--- src/rtl/regfile_pkg.sv ---
// Shared definitions for the register file, its access sequencer and their benches.
package regfile_pkg;

  // Default widths; every user must agree with the register file instance.
  localparam int unsigned RF_DATA_WIDTH = 32;
  localparam int unsigned RF_ADDR_WIDTH = 5;

  // Access sequencer states: accept a read, wait for registered data, hold the response.
  typedef enum logic [1:0] {
    IDLE    = 2'd0,
    RD_WAIT = 2'd1,
    RSP     = 2'd2
  } seq_state_t;

endpackage

--- src/rtl/regfile_hazard_detect.sv ---
// Combinational hazard and dedup detection between the writeback and operand-fetch streams.
module regfile_hazard_detect #(
  parameter int unsigned ADDR_WIDTH = regfile_pkg::RF_ADDR_WIDTH
) (
  input  logic                  wb_valid,
  input  logic [ADDR_WIDTH-1:0] wb_addr,
  input  logic                  op_use1,
  input  logic                  op_use2,
  input  logic [ADDR_WIDTH-1:0] op_rs1,
  input  logic [ADDR_WIDTH-1:0] op_rs2,
  output logic                  hazard,
  output logic                  dedup
);

  logic hit1;
  logic hit2;

  // A needed source that matches this cycle's write target must wait one cycle so it
  // reads the new value instead of colliding with the write.
  assign hit1   = op_use1 && (op_rs1 == wb_addr);
  assign hit2   = op_use2 && (op_rs2 == wb_addr);
  assign hazard = wb_valid && (hit1 || hit2);

  // Both sources name the same register: read it once on port 1.
  assign dedup  = op_use1 && op_use2 && (op_rs1 == op_rs2);

endmodule

--- src/rtl/regfile_access_sequencer.sv ---
// Merges writeback and operand-fetch streams into collision-free register-file commands
// and returns captured read data through a valid/ready response.
module regfile_access_sequencer
  import regfile_pkg::*;
#(
  parameter int unsigned DATA_WIDTH = RF_DATA_WIDTH,
  parameter int unsigned ADDR_WIDTH = RF_ADDR_WIDTH
) (
  input  logic                  clk,
  input  logic                  reset,
  // writeback stream
  input  logic                  wb_valid,
  output logic                  wb_ready,
  input  logic [ADDR_WIDTH-1:0] wb_addr,
  input  logic [DATA_WIDTH-1:0] wb_data,
  // operand-fetch stream
  input  logic                  op_valid,
  output logic                  op_ready,
  input  logic                  op_use1,
  input  logic                  op_use2,
  input  logic [ADDR_WIDTH-1:0] op_rs1,
  input  logic [ADDR_WIDTH-1:0] op_rs2,
  // operand response
  output logic                  rsp_valid,
  input  logic                  rsp_ready,
  output logic [DATA_WIDTH-1:0] rsp_data1,
  output logic [DATA_WIDTH-1:0] rsp_data2,
  // register-file command
  output logic                  rf_wen1,
  output logic [ADDR_WIDTH-1:0] rf_wad1,
  output logic [DATA_WIDTH-1:0] rf_din,
  output logic                  rf_ren1,
  output logic [ADDR_WIDTH-1:0] rf_rad1,
  output logic                  rf_ren2,
  output logic [ADDR_WIDTH-1:0] rf_rad2,
  input  logic [DATA_WIDTH-1:0] rf_dout1,
  input  logic [DATA_WIDTH-1:0] rf_dout2,
  input  logic                  rf_collision,
  output logic                  err
);

  seq_state_t            state_q, state_d;
  logic                  hazard;
  logic                  dedup;
  logic                  capture;
  logic                  use1_q;
  logic                  use2_q;
  logic                  dedup_q;
  logic [DATA_WIDTH-1:0] rsp_data1_q;
  logic [DATA_WIDTH-1:0] rsp_data2_q;
  logic                  err_q;

  regfile_hazard_detect #(
    .ADDR_WIDTH (ADDR_WIDTH)
  ) u_hazard (
    .wb_valid (wb_valid),
    .wb_addr  (wb_addr),
    .op_use1  (op_use1),
    .op_use2  (op_use2),
    .op_rs1   (op_rs1),
    .op_rs2   (op_rs2),
    .hazard   (hazard),
    .dedup    (dedup)
  );

  // Writes pass straight through and are never stalled.
  assign wb_ready = 1'b1;
  assign rf_wen1  = wb_valid && !reset;
  assign rf_wad1  = wb_addr;
  assign rf_din   = wb_data;
  assign rf_rad1  = op_rs1;
  assign rf_rad2  = op_rs2;

  assign rsp_data1 = rsp_data1_q;
  assign rsp_data2 = rsp_data2_q;
  assign err       = err_q;

  // FSM state register.
  always_ff @(posedge clk or posedge reset) begin
    if (reset) begin
      state_q <= IDLE;
    end else begin
      state_q <= state_d;
    end
  end

  // FSM next-state logic.
  always_comb begin
    state_d = state_q;
    unique case (state_q)
      IDLE:    if (op_ready) state_d = RD_WAIT;
      RD_WAIT: state_d = RSP;
      RSP:     if (rsp_ready) state_d = IDLE;
      default: state_d = IDLE;
    endcase
  end

  // FSM outputs; everything is held off while reset is asserted.
  always_comb begin
    op_ready  = 1'b0;
    rf_ren1   = 1'b0;
    rf_ren2   = 1'b0;
    rsp_valid = 1'b0;
    capture   = 1'b0;
    if (!reset) begin
      unique case (state_q)
        IDLE: begin
          op_ready = op_valid && !hazard;
          rf_ren1  = op_ready && op_use1;
          rf_ren2  = op_ready && op_use2 && !dedup;
        end
        RD_WAIT: capture   = 1'b1;
        RSP:     rsp_valid = 1'b1;
        default: ;
      endcase
    end
  end

  // Request flags latched on accept; read data captured one cycle later.
  always_ff @(posedge clk or posedge reset) begin
    if (reset) begin
      use1_q      <= 1'b0;
      use2_q      <= 1'b0;
      dedup_q     <= 1'b0;
      rsp_data1_q <= '0;
      rsp_data2_q <= '0;
      err_q       <= 1'b0;
    end else begin
      if (op_ready) begin
        use1_q  <= op_use1;
        use2_q  <= op_use2;
        dedup_q <= dedup;
      end
      if (capture) begin
        rsp_data1_q <= use1_q ? rf_dout1 : '0;
        // A deduplicated pair only drove port 1, so port 2 data is stale.
        if (dedup_q) begin
          rsp_data2_q <= rf_dout1;
        end else begin
          rsp_data2_q <= use2_q ? rf_dout2 : '0;
        end
        err_q <= err_q | rf_collision;
      end
    end
  end

endmodule

--- config.mk ---
export PLATFORM = sky130hd
export DESIGN_NAME = regfile_access_sequencer
export DESIGN_NICKNAME = d
export VERILOG_FILES = /design/src/rtl/regfile_pkg.sv /design/src/rtl/regfile_hazard_detect.sv /design/src/rtl/regfile_access_sequencer.sv
export SDC_FILE = /design/constraint.sdc
export NUM_CORES = 1
export LEC_CHECK = 0
export CAP_MARGIN = 0
export CORE_MARGIN = 8
export CORE_UTILIZATION = 30
export DETAILED_ROUTE_END_ITERATION = 8
export PLACE_DENSITY = 0.7
export RECOVER_POWER = 50
export SYNTH_ARGS = -nofsm -noshare
export SYNTH_HDL_FRONTEND = slang
export SYNTH_SLANG_ARGS = --single-unit
--- constraint.sdc ---
create_clock -name clk -period 3.68 [get_ports clk]
set_clock_uncertainty 0.2 [all_clocks]
set_input_delay 1.104 -clock clk [delete_from_list [all_inputs] [get_ports clk]]
set_output_delay 1.104 -clock clk [all_outputs]
set_load 0.02 [all_outputs]
After elaboration in Yosys (flattened, before gate mapping). Index checks and enable logic that the tools add are counted.

Reduce and logical (&&, ||, !) cells: 16. Equal/unequal tests: 7. Multiplexer cells: 16. Bitwise gates (word level): 1.

Operators with widths (count): $mux 32 (3); $eq 5x5->1 (3); $logic_and 1x1->1 (10); $mux 1 (10); $pmux 2 s3 (1); $mux 2 (2); $ne 2x2->1 const B (2); $logic_not 1->1 (3); $eq 2x1->1 const B (1); $eq 2x2->1 const B (1); $logic_not 2->1 (1); $reduce_and 2->1 (1); $logic_or 1x1->1 (1); $or 1x1->1 (1).

Register bits after elaboration: 70.

Longest topological paths before layout.
Depth in word-level cells: 10. Gate-level depth with buffers: 7.

Modules after synthesis. From an unflattened synthesis, not the netlist that was laid out.

Cell total of the unflattened synthesis: 380. Area, all modules: 3482.1 um^2.

By module, submodules not included: regfile_access_sequencer (area an instance 3306.9 um^2, times used 1, sequential area each 1751.7 um^2, cells an instance 357); regfile_hazard_detect (area an instance 175.2 um^2, times used 1, sequential area each 0.0 um^2, cells an instance 23).

Worst setup path before layout. No wires, ideal clock.

Kind: input-to-reg. Start point: in reset. End point: reg rsp_data1_q[25], in the netlist rsp_data1[25]. Path slack: -67 ps. Library setup time: 135 ps. Stages: 7. Buffers on the path: 3. Arrival: 3412 ps. Cell sequence: inv_1 > nand2b_1 > buf_2 > clkbuf_1 > buf_2 > nand2_1 > o21ai_0.

Cells in the longest elaborated chain, start to end: 1.

Ends and longest elaborated chain: from (decl) (line regfile_access_sequencer.sv:10) `input logic reset,`; $mux 1 (line regfile_access_sequencer.sv:105) `if (!reset) begin`; to (signal assigned) (line regfile_access_sequencer.sv:135) `rsp_data1_q <= use1_q ? rf_dout1 : '0;`; to (decl) (line regfile_access_sequencer.sv:49) `logic [DATA_WIDTH-1:0] rsp_data1_q;`.

Every way passes these cells. A chain may end at the register's enable or synchronous reset.

Worst setup path in the final report.
Start point: in op_valid. End point: out rf_ren2.

Cells in the longest elaborated chain, start to end: 5.

Ends and longest elaborated chain: from (decl) (line regfile_access_sequencer.sv:17) `input logic op_valid,`; $logic_and 1x1->1 (line regfile_access_sequencer.sv:108) `op_ready = op_valid && !hazard;`; $logic_and 1x1->1 (2 in a row) (line regfile_access_sequencer.sv:110) `rf_ren2 = op_ready && op_use2 && !dedup;`; $mux 1 (line regfile_access_sequencer.sv:106) `unique case (state_q)`; $mux 1 (line regfile_access_sequencer.sv:105); to (decl) (line regfile_access_sequencer.sv:34) `output logic rf_ren2,`.

Every way passes these cells.

==> results by group <==
Routing
  – Vias post-DR: between 3000 and 4000
  – Post-DRT Antenna Nets: 0
  – DRC viols: 0
  – TritonRoute pass-1 iters: 4
  – Wire per inst: about 17 µm
  – Initial DRC count: between 100 and 150
  – Total Wirelength: between 10 and 15 mm
  – Vias per cell: between 4 and 5

Timing
  – Peak Freq: approximately 270 MHz
  – Worst Tran Pin Value: roughly 1.7 ns
  – Final hold vios: 0
  – Final period utilization: between 90 and 100%
  – Relative slew slack: -13.6%
  – Period minus WS final: ~3.7 ns
  – Fin. max-slew vios: between 70 and 80
  – Final Setup Violations: 0
  – Setup tns final: 0 ns

Synth
  – Top cells by area, synth: dfrtp_1 51%, buf_4 10%, nand2_1 10%, o21ai_0 9.1%, a22oi_1 6.7%
  – FF+latch count, synth: 70
  – Mean Syn Cell Area: roughly 9.1 µm²
  – Cells after Synth: around 380
  – Synth unique cells: 27
  – Area leader, netlist: dfrtp_1
  – Synth top area share: between 50% and 60%
  – Yosys warns: 0
  – Area of the mapped netlist: around 0.0035 mm²
  – Sequential share of the synthesized area: about half
  – Mapped Nets: about 500

Pwr
  – PwrDens: around 630 mW/mm²
  – Max VDD drop: around 0.32 mV
  – Leakage power: about 2.3 nW

CTS
  – Number of buffers created by CTS: 9
  – Clk_lat worst skew: between 0.3 and 0.4 ns
  – Hold Buf Count CTS: 0
  – H-tree Lvls: 3
  – Root Driver: clkbuf_16
  – CTS clock-pin slew for the worst setup and hold paths: around 0.050 ns
  – CTS tree: yes
  – CTS sink cnt: 70
  – Clock Path Buffers: 2

Worst setup path
  – Required time of the worst setup path: approximately 2.4 ns
  – Crit path launch type: input pin
  – Reg2reg end: rsp_data2[15]
  – Crit Path Max Fanout: 3
  – Crit path DAT: 2.36 ns
  – Critical path class: input pin to output pin
  – Reg2reg setup slack: between 1 and 1.5 ns
  – Reg2reg start: state_q[1]
  – Nature of the critical path endpoint: output pin
  – R2R depth: 4

Global routing
  – Wire length of the first global-routing pass: roughly 17 mm
  – GRT Util Overall: between 10% and 20%
  – Remaining global-route overflow: 0
  – Pin count of the biggest net entering global routing: 71
  – Initial antenna violation count: 0
  – Vias in the first global route: approximately 3200

Placement
  – Post-detail-place hpwl: just over 8 mm
  – Placed cells: 637
  – PortBufs: between 150 and 200
  – RePlAce Congestion: slightly below 0.8

Min path
  – Worst Hold End: err
  – Worst hold path startpoint: err
  – Worst Hold Depth: 1
  – Min-delay worst type: flop to flop

Floorplanning
  – Die width: roughly 120 µm
  – Row cnt: 39
  – Die ar.: roughly 0.015 mm²
  – Top Ports: about 240
  – Starting density of the core: between 30% and 40%
  – Core area: 0.0113 mm²
  – Die Y: approximately 120 µm

Final layout
  – Fraction of layout cells with a size suffix above 1: between 10% and 20%
  – Final Non-Filler Cells: 654
  – Area grow syn2layout: 55.1%
  – N_diodes: 0
  – Final Net Count: ~630

Run status
  – Failing checks: max-capacitance violations, max-slew violations
  – Status: complete, but fails checks

Flow run
  – Max-cap violation count: 1
-- repair_timing --
item                                   CTS  global route
gates resized for setup                 63            19
setup endpoints to repair                7             3
setup buffers                            1             1
endpoints found under the hold margin    0             0
pin swaps                               13            13
-- critical path: stages --
cell and delay, ns:
clkdlybuf4s50_1 0.47, nor4b_4 0.24, and3_4 0.25, and3_4 0.18
buf_6 0.11
-- cells by family after synthesis --
| logic type | after synthesis | share of synthesized area [%] |
|---|---|---|
| simple gates | 115 | 13.9 |
| compound gates | 98 | 16.5 |
| buf+inv | 76 | 13.8 |
| flops | 70 | 50.7 |
| xor+xnor | 15 | 3.80 |
| mux | 3 | 1.16 |
| other cells | 1 | 0.109 |
-- area by class of cell --
cell class | instances | area, µm²
clock inverter | 6 | 63.8
clock buffer | 9 | 225
sequential | 70 | 1750
multi-input combinational | 232 | 1290
tap | 143 | 179
timing repair buffer | 192 | 1840
fill | 1087 | 5960
inverter | 2 | 11.3
-- Yosys cell counts --
cell,instances
nand2_1,96
dfrtp_1,70
o21ai_0,63
buf_4,48
a22oi_1,31
clkbuf_1,21
xor2_1,12
buf_2,3
nand2b_1,3
nand4_1,3
nor4_1,3
xnor2_1,3
and3_1,2
and3_2,2
inv_1,2
mux2_4,2
nor2_1,2
nor2b_1,2
o21ai_1,2
a21o_1,1
a21oi_1,1
and2_2,1
buf_1,1
buf_6,1
conb_1,1
mux2i_1,1
nor4b_1,1
-- report_power, final --
group | internal (mW) | total [mW] | leakage, nW | switching [mW]
clock network | 0.519 | 0.828 | 0.137 | 0.309
registers | 1.02 | 1.18 | 0.918 | 0.166
logic | 0.652 | 1.35 | 1.26 | 0.701
-- flip-flops by register name, indices dropped and copies added (netlist names) --
| name | cells |
|---|---|
| rsp_data2 | 32 |
| use1_q | 1 |
| dedup_q | 1 |
| err | 1 |
| rsp_data1 | 32 |
| use2_q | 1 |
| state_q | 2 |
-- layer usage --
layer	track usage [%]	wire, µm	vias to the layer above
met3	5.66	1100	18
met4	4.59	155	0
met1	16.7	4510	1412
li1	-	-	1472
met2	22.9	5140	143
met5	0	0	-
-- layout by cell type (no fill, tap or decap), drive strengths merged, types with 3 or more instances in the layout --
cell and n:
buf 28, a22oi 31, and3 4, dfrtp 70
o21ai 65, dlygate4sd2 5, nand4 3, nor4 3
clkdlybuf4s50 149, nand2 96, clkbuf 16, nand2b 3
xor2 12, clkinvlp 3, xnor2 3, clkinv 3
-- per-stage QoR --
step / area, µm² / total power, mW / worst slack (ns) / hold slack (ns) / utilization (%)
after floorplan: 3460 / 1.85 / 0.214 / 0.289 / -
after global placement: 5040 / 2.54 / -0.779 / 0.261 / 44.6
after detailed placement: 5040 / 2.57 / -0.861 / 0.265 / 44.6
after CTS: 5350 / 3.41 / -0.0263 / 0.280 / 47.3
after global routing: 5360 / 3.58 / -0.0266 / 0.292 / 47.3
final: 5360 / 3.36 / 0.0209 / 0.269 / 47.3
-- worst max-delay path by stage --
| stage | endpoint | slack, ns | start |
|---|---|---|---|
| 2_1_floorplan | rf_ren2 | 0.21 | op_rs2[4] |
| 3_3_place_gp | rf_ren2 | -0.78 | wb_addr[4] |
| 3_5_place_dp | rf_ren2 | -0.86 | wb_addr[3] |
| 4_1_cts | rf_ren2 | -0.03 | op_rs2[3] |
| 5_1_grt | rf_ren2 | -0.03 | op_valid |
| 6_report | rf_ren2 | 0.02 | op_valid |
Power figures use the tool's default switching activity.
